<file path="src/rtl/uart_receiver.sv">
// uart_receiver: 8N1 serial receiver with mid-bit sampling and a small receive FIFO.
// Bytes are assembled LSB first. Each complete byte is pushed into a FIFO_DEPTH-entry queue.
// Framing errors and FIFO overruns are reported through sticky flags.
// Optional feature macro: UART_RX_PARITY_EN. When defined, the frame is 8E1 and a PARITY
// state checks even parity. When undefined, the frame is plain 8N1.
// Pop handshake: the head byte on o_data is valid only while o_valid=1. When o_valid and
// i_ready are both high at a posedge, that byte is consumed. i_ready is ignored while
// o_valid=0.
// o_state exposes the receive FSM state: 0 IDLE, 1 START, 2 DATA, 3 PARITY, 4 STOP.
module uart_receiver #(
    parameter int clk_divider = 48,
    parameter int FIFO_DEPTH  = 4
) (
    input  logic                        clk,
    input  logic                        resetn,
    input  logic                        rxd,
    output logic [7:0]                  o_data,
    output logic                        o_valid,
    input  logic                        i_ready,
    output logic [$clog2(FIFO_DEPTH):0] o_level,
    output logic                        o_frame_err,
    output logic                        o_overrun,
    input  logic                        i_clr_err,
    output logic [2:0]                  o_state
);
    localparam int AW = $clog2(FIFO_DEPTH);
    localparam int LW = AW + 1;
    localparam int TW = $clog2(clk_divider);
    localparam logic [TW-1:0] C_HALF     = TW'(clk_divider / 2 - 1);
    localparam logic [TW-1:0] C_FULL     = TW'(clk_divider - 1);
    localparam logic [LW-1:0] C_FULL_LVL = LW'(FIFO_DEPTH);

    typedef enum logic [2:0] {
        S_IDLE   = 3'd0,
        S_START  = 3'd1,
        S_DATA   = 3'd2,
        S_PARITY = 3'd3,
        S_STOP   = 3'd4
    } state_t;

    state_t          r_state;
    state_t          w_next;
    logic [1:0]      r_sync;
    logic [TW-1:0]   r_timer;
    logic [2:0]      r_idx;
    logic [7:0]      r_shift;
    logic [7:0]      r_mem [FIFO_DEPTH];
    logic [AW-1:0]   r_wr_ptr;
    logic [AW-1:0]   r_rd_ptr;
    logic [LW-1:0]   r_level;
    logic            r_frame_err;
    logic            r_overrun;

    logic w_rxs, w_tick;
    logic w_load_half, w_load_full, w_clr_idx, w_shift, w_push, w_frame_set;
    logic w_par_bad;
    logic w_full, w_pop, w_wr_en, w_ovr_set;

    assign w_rxs  = r_sync[1];
    assign w_tick = (r_timer == '0);

    // Two-flop synchroniser for the asynchronous serial line; idles high out of reset.
    always_ff @(posedge clk) begin
        if (!resetn) r_sync <= 2'b11;
        else         r_sync <= {r_sync[0], rxd};
    end

    // FSM state register.
    always_ff @(posedge clk) begin
        if (!resetn) r_state <= S_IDLE;
        else         r_state <= w_next;
    end

    // FSM next-state logic; STOP returns to IDLE on its tick so the next start edge is seen early.
    always_comb begin
        w_next = r_state;
        case (r_state)
            S_IDLE:  if (!w_rxs) w_next = S_START;
            S_START: if (w_tick) w_next = w_rxs ? S_IDLE : S_DATA;
            S_DATA: begin
                if (w_tick && r_idx == 3'd7) begin
`ifdef UART_RX_PARITY_EN
                    w_next = S_PARITY;
`else
                    w_next = S_STOP;
`endif
                end
            end
`ifdef UART_RX_PARITY_EN
            S_PARITY: if (w_tick) w_next = S_STOP;
`endif
            S_STOP:  if (w_tick) w_next = S_IDLE;
            default: w_next = S_IDLE;
        endcase
    end

`ifdef UART_RX_PARITY_EN
    logic w_par_sample;
`endif

    // FSM outputs: per-state strobes that steer the timer, shifter, FIFO and flags.
    always_comb begin
        w_load_half = 1'b0;
        w_load_full = 1'b0;
        w_clr_idx   = 1'b0;
        w_shift     = 1'b0;
        w_push      = 1'b0;
        w_frame_set = 1'b0;
`ifdef UART_RX_PARITY_EN
        w_par_sample = 1'b0;
`endif
        case (r_state)
            S_IDLE: w_load_half = !w_rxs;
            S_START: begin
                if (w_tick && !w_rxs) begin
                    w_load_full = 1'b1;
                    w_clr_idx   = 1'b1;
                end
            end
            S_DATA: begin
                w_shift     = w_tick;
                w_load_full = w_tick;
            end
`ifdef UART_RX_PARITY_EN
            S_PARITY: begin
                w_par_sample = w_tick;
                w_load_full  = w_tick;
            end
`endif
            S_STOP: begin
                if (w_tick) begin
                    w_push      = w_rxs && !w_par_bad;
                    w_frame_set = !w_rxs || w_par_bad;
                end
            end
            default: ;
        endcase
    end

    // Bit timer: loads half a bit after the start edge, then a full bit after each tick.
    always_ff @(posedge clk) begin
        if (!resetn)          r_timer <= '0;
        else if (w_load_half) r_timer <= C_HALF;
        else if (w_load_full) r_timer <= C_FULL;
        else if (!w_tick)     r_timer <= r_timer - 1'b1;
    end

    // Data shifter: sampled bits enter at the MSB so after eight shifts bit 0 sits at the LSB.
    always_ff @(posedge clk) begin
        if (!resetn) begin
            r_shift <= '0;
            r_idx   <= '0;
        end else begin
            if (w_shift)   r_shift <= {w_rxs, r_shift[7:1]};
            if (w_clr_idx) r_idx   <= '0;
            else if (w_shift) r_idx <= r_idx + 1'b1;
        end
    end

`ifdef UART_RX_PARITY_EN
    logic r_par_err;
    // Even-parity check: the data bits XOR the parity bit must be zero.
    always_ff @(posedge clk) begin
        if (!resetn)           r_par_err <= 1'b0;
        else if (w_clr_idx)    r_par_err <= 1'b0;
        else if (w_par_sample) r_par_err <= w_rxs ^ (^r_shift);
    end
    assign w_par_bad = r_par_err;
`else
    assign w_par_bad = 1'b0;
`endif

    assign w_full    = (r_level == C_FULL_LVL);
    assign w_pop     = o_valid && i_ready;
    assign w_wr_en   = w_push && (!w_full || w_pop);
    assign w_ovr_set = w_push && w_full && !w_pop;

    // FIFO storage write; contents are qualified by the level, so no reset is needed.
    always_ff @(posedge clk) begin
        if (w_wr_en) r_mem[r_wr_ptr] <= r_shift;
    end

    // FIFO pointers and occupancy; a push and a pop in the same cycle leave the level unchanged.
    always_ff @(posedge clk) begin
        if (!resetn) begin
            r_wr_ptr <= '0;
            r_rd_ptr <= '0;
            r_level  <= '0;
        end else begin
            if (w_wr_en) r_wr_ptr <= r_wr_ptr + 1'b1;
            if (w_pop)   r_rd_ptr <= r_rd_ptr + 1'b1;
            case ({w_wr_en, w_pop})
                2'b10:   r_level <= r_level + 1'b1;
                2'b01:   r_level <= r_level - 1'b1;
                default: r_level <= r_level;
            endcase
        end
    end

    // Sticky error flags; a set event in the same cycle as a clear wins.
    always_ff @(posedge clk) begin
        if (!resetn) begin
            r_frame_err <= 1'b0;
            r_overrun   <= 1'b0;
        end else begin
            r_frame_err <= w_frame_set || (r_frame_err && !i_clr_err);
            r_overrun   <= w_ovr_set   || (r_overrun   && !i_clr_err);
        end
    end

    assign o_valid     = (r_level != '0);
    assign o_data      = o_valid ? r_mem[r_rd_ptr] : 8'h00;
    assign o_level     = r_level;
    assign o_frame_err = r_frame_err;
    assign o_overrun   = r_overrun;
    assign o_state     = r_state;
endmodule

</file>
<file path="config.mk">
export PLATFORM = sky130hd
export DESIGN_NAME = uart_receiver
export DESIGN_NICKNAME = d
export VERILOG_FILES = /design/src/rtl/uart_receiver.sv
export SDC_FILE = /design/constraint.sdc
export NUM_CORES = 1
export LEC_CHECK = 0
export BUFFER_PORTS_ARGS = -buffer_cell sky130_fd_sc_hd__buf_2
export CORE_ASPECT_RATIO = 1.4
export CORE_MARGIN = 2
export CORE_UTILIZATION = 59
export DETAILED_ROUTE_END_ITERATION = 6
export PLACE_DENSITY = 0.78
export SYNTH_ARGS = -nofsm -noshare
export SYNTH_HDL_FRONTEND = slang
export SYNTH_SLANG_ARGS = --single-unit
</file>
<file path="constraint.sdc">
create_clock -name clk -period 2.9 [get_ports clk]
set_input_delay 0.435 -clock clk [delete_from_list [all_inputs] [get_ports clk]]
set_output_delay 0.435 -clock clk [all_outputs]
set_load 0.02 [all_outputs]
</file>
# Word level (Yosys, flattened, before mapping)
# Memory sizes are Yosys's and may differ from the RTL's. A register that Yosys moved wholly into a read port is not among the register bits.
# Index checks and enable logic that the tools add are counted.
# op_classes
addsub	6
eq_ne	13
muxes	24
n_bitwise	1
n_reduce_logical	22
# op_table
cell	n
$mux W3	4
$mux W6	2
$pmux W3 S4	1
$mux W1	10
$eq A3 B3 Y1 const B	3
$logic_and A1 B1 Y1	8
$mux W8	1
$ne A2 B2 Y1 const B	4
$add A3 B1 Y3 const B	2
$logic_not A6 Y1	1
$mux W2	3
$pmux W3 S2	1
$sub A6 B1 Y6 const B	1
$mux W5	1
$add A2 B1 Y2 const B	2
$logic_not A1 Y1	4
$reduce_and A4 Y1	1
$reduce_or A2 Y1	2
$eq A3 B1 Y1 const B	1
$eq A3 B2 Y1 const B	1
$logic_not A3 Y1	1
$logic_or A1 B1 Y1	3
$ne A3 B1 Y1 const B	1
$reduce_bool A3 Y1	1
other kinds (7)	7
# totals
register_bits	31
mem_bits_rw	32
input_bits	5
elab_cells	78
n_memories	1
# memory_table
memory	words	width	rd	rd_clocked_by_memory_dff	write_ports	line	text
r_mem	4	8	1	1	1	47	logic [7:0] r_mem [FIFO_DEPTH];

# Longest topological paths before layout
# logic_depth
depth_word	6
depth_mapped	10
mapped_depth_nobuf	10

# Worst setup path before layout
# Ideal clock, no wire load.
# synth_timing
path_type	register to register
from	register r_timer[0]
to	register r_level[2], in the netlist o_level[2]
arrival_ps	2084
path_slack_ps	756
stages_incl_launch_ff	11
path_buffers	0
cell_sequence	dfxtp_1 > inv_1 > ha_1 > nor3b_1 > nand4_1 > nand2_1 > fa_1 > nand2_1 > or3_1 > mux2i_1 > o41a_1
# synth_via
elab_chain_len	6
word_cells_on_any_way	8
cone_classes	eq/ne (2); mux (3); reduce/logical (3)
# synth_rtl
element	line	text
start, declared	44	logic [TW-1:0] r_timer;
start signal, assigned	145	else if (!w_tick) r_timer <= r_timer - 1'b1;
$logic_not A6 Y1 *	60	assign w_tick = (r_timer == '0);
$mux W1 *	131	if (w_tick) begin
$mux W1 *	112	case (r_state)
$logic_and A1 B1 Y1 *	175	assign w_wr_en = w_push && (!w_full || w_pop);
$eq A2 B1 Y1 or $eq A2 B2 Y1 (tied branches)	192	case ({w_wr_en, w_pop})
$pmux W3 S2 or $reduce_bool A2 Y1 (tied branches)	--	
end signal, assigned	193	2'b10: r_level <= r_level + 1'b1;
end signal, assigned	194	2'b01: r_level <= r_level - 1'b1;
end signal, assigned	195	default: r_level <= r_level;
end, declared	50	logic [LW-1:0] r_level;
# Mark *: on every way between the ends. The rest lies on a longest branch, timed or not.
# A chain may end at the register's enable or synchronous reset.

# Worst setup path in the final report
# Same ends and word-level chain as after synthesis.

==> summary.md <==
| Metric | Value |
|---|---|
| Row cnt | 30 |
| Fin nets | 266 |
| Drt total wl | 4868 µm |
| Drt first pass iters | 4 |
| Fill count | 390 |
| Multi-input logic area | 0.001212 mm² |
| Max layer used | met4 |
| GRT Util Overall | 19.67% |
| Synth Net Count | 245 |
| Final non-filler cell total | 322 |
| Crit-path max cell delay | 430 ps |
| Worst-margin pin slew | 720.3 ps |
| Crit share post-route | 84.40% |
| CTS Hold Buffers Added | 0 |
| Max Cap Violations | 0 |
| XOR/XNOR share of the synthesized area | 1.496% |
| Met1 wire length | 2053 µm |
| Sequential fraction of the synthesis area | 55.41% |
| Peak fanout along the critical path | 6 |
| Synth top area share | 32.83% |
| Internal power | 1.475 mW |
| Clock skew | 5.462 ps |
| Slowest cell on crit path | nor3b_1 |
| Setup Viol. Count Final | 0 |
| WP data arrival | 2730 ps |
| Adder-Cell Fraction of Synth Area | 3.677% |
| Clock root buffer | clkbuf_8 |
| Setup_tns | 0 ps |
| Largest net degree at the start of global routing | 32 |
| First-pass GRT wire length | 8121 µm |
| Via/cell ratio | 5.606 |
| HP Class | in -> reg |
| Post-synthesis compound-gate area fraction | 7.140% |
| DIE WIDTH | 63.53 µm |
| Flop2flop setup slack | 450 ps |
| Share of layout cells above drive strength 1 | 20.54% |
| Iteration-0 DRC Markers | 34 |
| Most used cell, CP | nand2_1 |
| Ports | 22 |
| Sink count of the clock tree | 65 |
| Syn Area/Cell | 12.61 µm² |
| F_max | 408.6 MHz |
| Critical path required time | 3180 ps |
| Clock network fraction of total power | 29.9% |
| Postcts setup bufs | 0 |
| Clock transition at the registers of the reported paths | 70 ps |
| # DRC | 0 |
| DRT antenna net count | 0 |
| Clk_lat worst skew | 330 ps |
| Reg power frac | 50.5% |
| Initial antenna violation count | 0 |
| Number of enable flip-flop cells after synthesis | 32 |
| Setup crit end kind | flop |
| Synth top area cells | edfxtp_1 (33%), dfxtp_1 (23%), mux4_2 (6.2%), mux2i_1 (5.5%), and2_1 (3.0%) |
| Total CTS buffers | 9 |
| Die Area | 0.005548 mm² |
| PostCTS Resize Cnt | 0 |
| Htree depth | 3 |
| Clk buf depth | 2 |
| DR WL met2 | 2547 µm |
| Ys async rst share | 0% |
| Status | completed |
| Initial Util | 60.91% |
| Die height | 87.33 µm |
| Post-Syn Instances | 232 |
| Cell variety after synth | 51 |
| LEAKAGE | 1.194 nW |
| Power Density | 654.8 mW/mm² |
| Number of synthesized register bits | 65 |
| CTS tree | done |
| Vias in the first global route | 1739 |
| Tot Pwr | 2.108 mW |
| Setup slack at placement | 516.1 ps |
| PnR worst setup slack | 452.4 ps |
| Routed WL per cell | 15.12 µm |
| CP Class | reg -> reg |
| Sw frac | 30.01% |
| Core area | 0.004805 mm² |
| Yosys warns | 0 |
| Unrepaired setup endpoints after global routing | false |
| Gate power share | 19.6% |
| Proportion of synthesized area in mux cells | 11.63% |
| Largest family of logic cells by synthesized area | simple AND/OR/NAND/NOR gates |
| Switch Pwr | 0.6326 mW |
| Metal3 WL | 143 µm |
| Top Family by Delay on Critical Path | simple AND/OR/NAND/NOR gates |
| Worst VDD drop | 666.9 µV |
| Fin. max-slew vios | 0 |
| Tmin final | 2448 ps |
| Placed Instances | 306 |
| Layout area overhead | 10.00% |
| GP Congestion | 0.8121 |
| Cells along the critical path | inv_1, ha_1, nor3b_1, nand4_1, nand2_1, fa_1, nand2_1, or3_1, mux2i_1, o41a_1 |
| Grt total ovfl | 0 |
| Synthesized area | 0.002927 mm² |
| Top FF cell, synth | dfxtp_1 |
| Hpwl dp | 3480 µm |
| Area share of and/or/nand/nor cells after synthesis | 17.49% |
| Diodes inserted | 0 |
| Rel. slew slack | 51.31% |
| Port Buf Inserts | 21 |
| CP Launch Type | flop |
| Total number of vias | 1805 |
| WHS | 281.4 ps |
| CP Buf/Inv Count | 1 |
| Final hold violation count | 0 |
| Post-synth top area cell | edfxtp_1 |
| FF+latch area | 0.001622 mm² |
-- placed cells by master, fill, tap and decap left out, types with 3 or more instances in the layout --
master,count
a21oi_1,4
and2_1,14
and2_2,4
buf_2,21
clkbuf_8,9
clkinv_2,3
dfxtp_1,33
edfxtp_1,32
ha_1,7
inv_1,8
mux2i_1,16
mux4_2,8
nand2_1,12
nand2b_1,4
nand3_1,3
nor2_1,10
nor2b_1,12
nor3_1,3
nor3b_1,4
o21ai_0,6
xnor2_1,4
-- power groups by stage --
stage / clock (mW) / sequential (mW) / combinational, mW
2_1_floorplan: 0 / 1.07 / 0.342
3_3_place_gp: 0 / 1.08 / 0.400
3_5_place_dp: 0 / 1.08 / 0.408
4_1_cts: 0.647 / 1.06 / 0.413
5_1_grt: 0.683 / 1.07 / 0.457
6_report: 0.631 / 1.07 / 0.412
-- cell families (layout without fill, tap and decap cells) --
family	count (synthesis)	count (layout)
buffers and inverters	20	46
AND/OR/NAND/NOR	81	81
flip-flops	65	65
AO/OA/AOI/OAI	29	29
multiplexers	24	24
XOR/XNOR	5	5
adder cells (fa/ha/maj)	8	8
-- Yosys cell counts (all sizes together) (2+ instances only) --
library cell,n
or4b,2
nor2b,12
nor4b,3
nand2b,4
nor3b,4
dfxtp,33
nand3,3
mux2i,16
xnor2,4
buf,4
nor3,3
inv,8
a2bb2oi,2
a21o,2
clkbuf,8
nand2,12
ha,7
or4,2
edfxtp,32
o21ai,6
and2,18
o31ai,2
a21oi,4
or3,2
mux4,8
nor2,10
-- cell type report --
class	instances	area share (%)
sequential	65	50.37
clock inverter	6	1.088
tap	64	2.487
timing repair buffer	22	3.498
multi-input combinational	147	37.66
clock buffer	10	3.964
inverter	8	0.9328
-- stage by stage --
stage / cell area, µm² / util (%)
after floorplan: 2927 / -
after global placement: 3057 / 63.62
after detailed placement: 3057 / 63.62
after CTS: 3219 / 67.01
after global routing: 3219 / 67.01
final: 3219 / 67.01
-- per-layer routing --
layer  up-vias  global-route usage, %
li1        894                      -
met1       866                  22.04
met2        34                  34.16
met3        11                  5.045
met4         0                  10.67
met5         -                      0
-- registers in the layout, summed over array words and instances (netlist names), named ones only --
register / flops
r_idx: 3
r_shift: 8
r_mem: 32
o_state: 3
r_rd_ptr: 2
r_sync: 2
o_frame_err: 1
r_timer: 6
r_wr_ptr: 2
o_overrun: 1
o_level: 3
-- worst register-to-register path: stages (launching register included) --
cell,delay (ps)
dfxtp_1,340
inv_1,60
ha_1,210
nor3b_1,430
nand4_1,260
nand2_1,150
fa_1,250
nand2_1,80
or3_1,310
mux2i_1,170
o41a_1,140
-- worst paths after layout --
| check | from | to | depth (start not counted) |
|---|---|---|---|
| hold / removal | rxd | r_sync[0]$_SDFF_PN1_ | 2 |
| hold reg to reg | r_sync[0]$_SDFF_PN1_ | r_sync[1]$_SDFF_PN1_ | 1 |
| setup / recovery | r_timer[0]$_SDFFE_PN0P_ | o_level[2]$_SDFFE_PN0P_ | 10 |
| setup reg to reg | r_timer[0]$_SDFFE_PN0P_ | o_level[2]$_SDFFE_PN0P_ | 10 |
No activity file was read; power rests on OpenSTA's default activity.
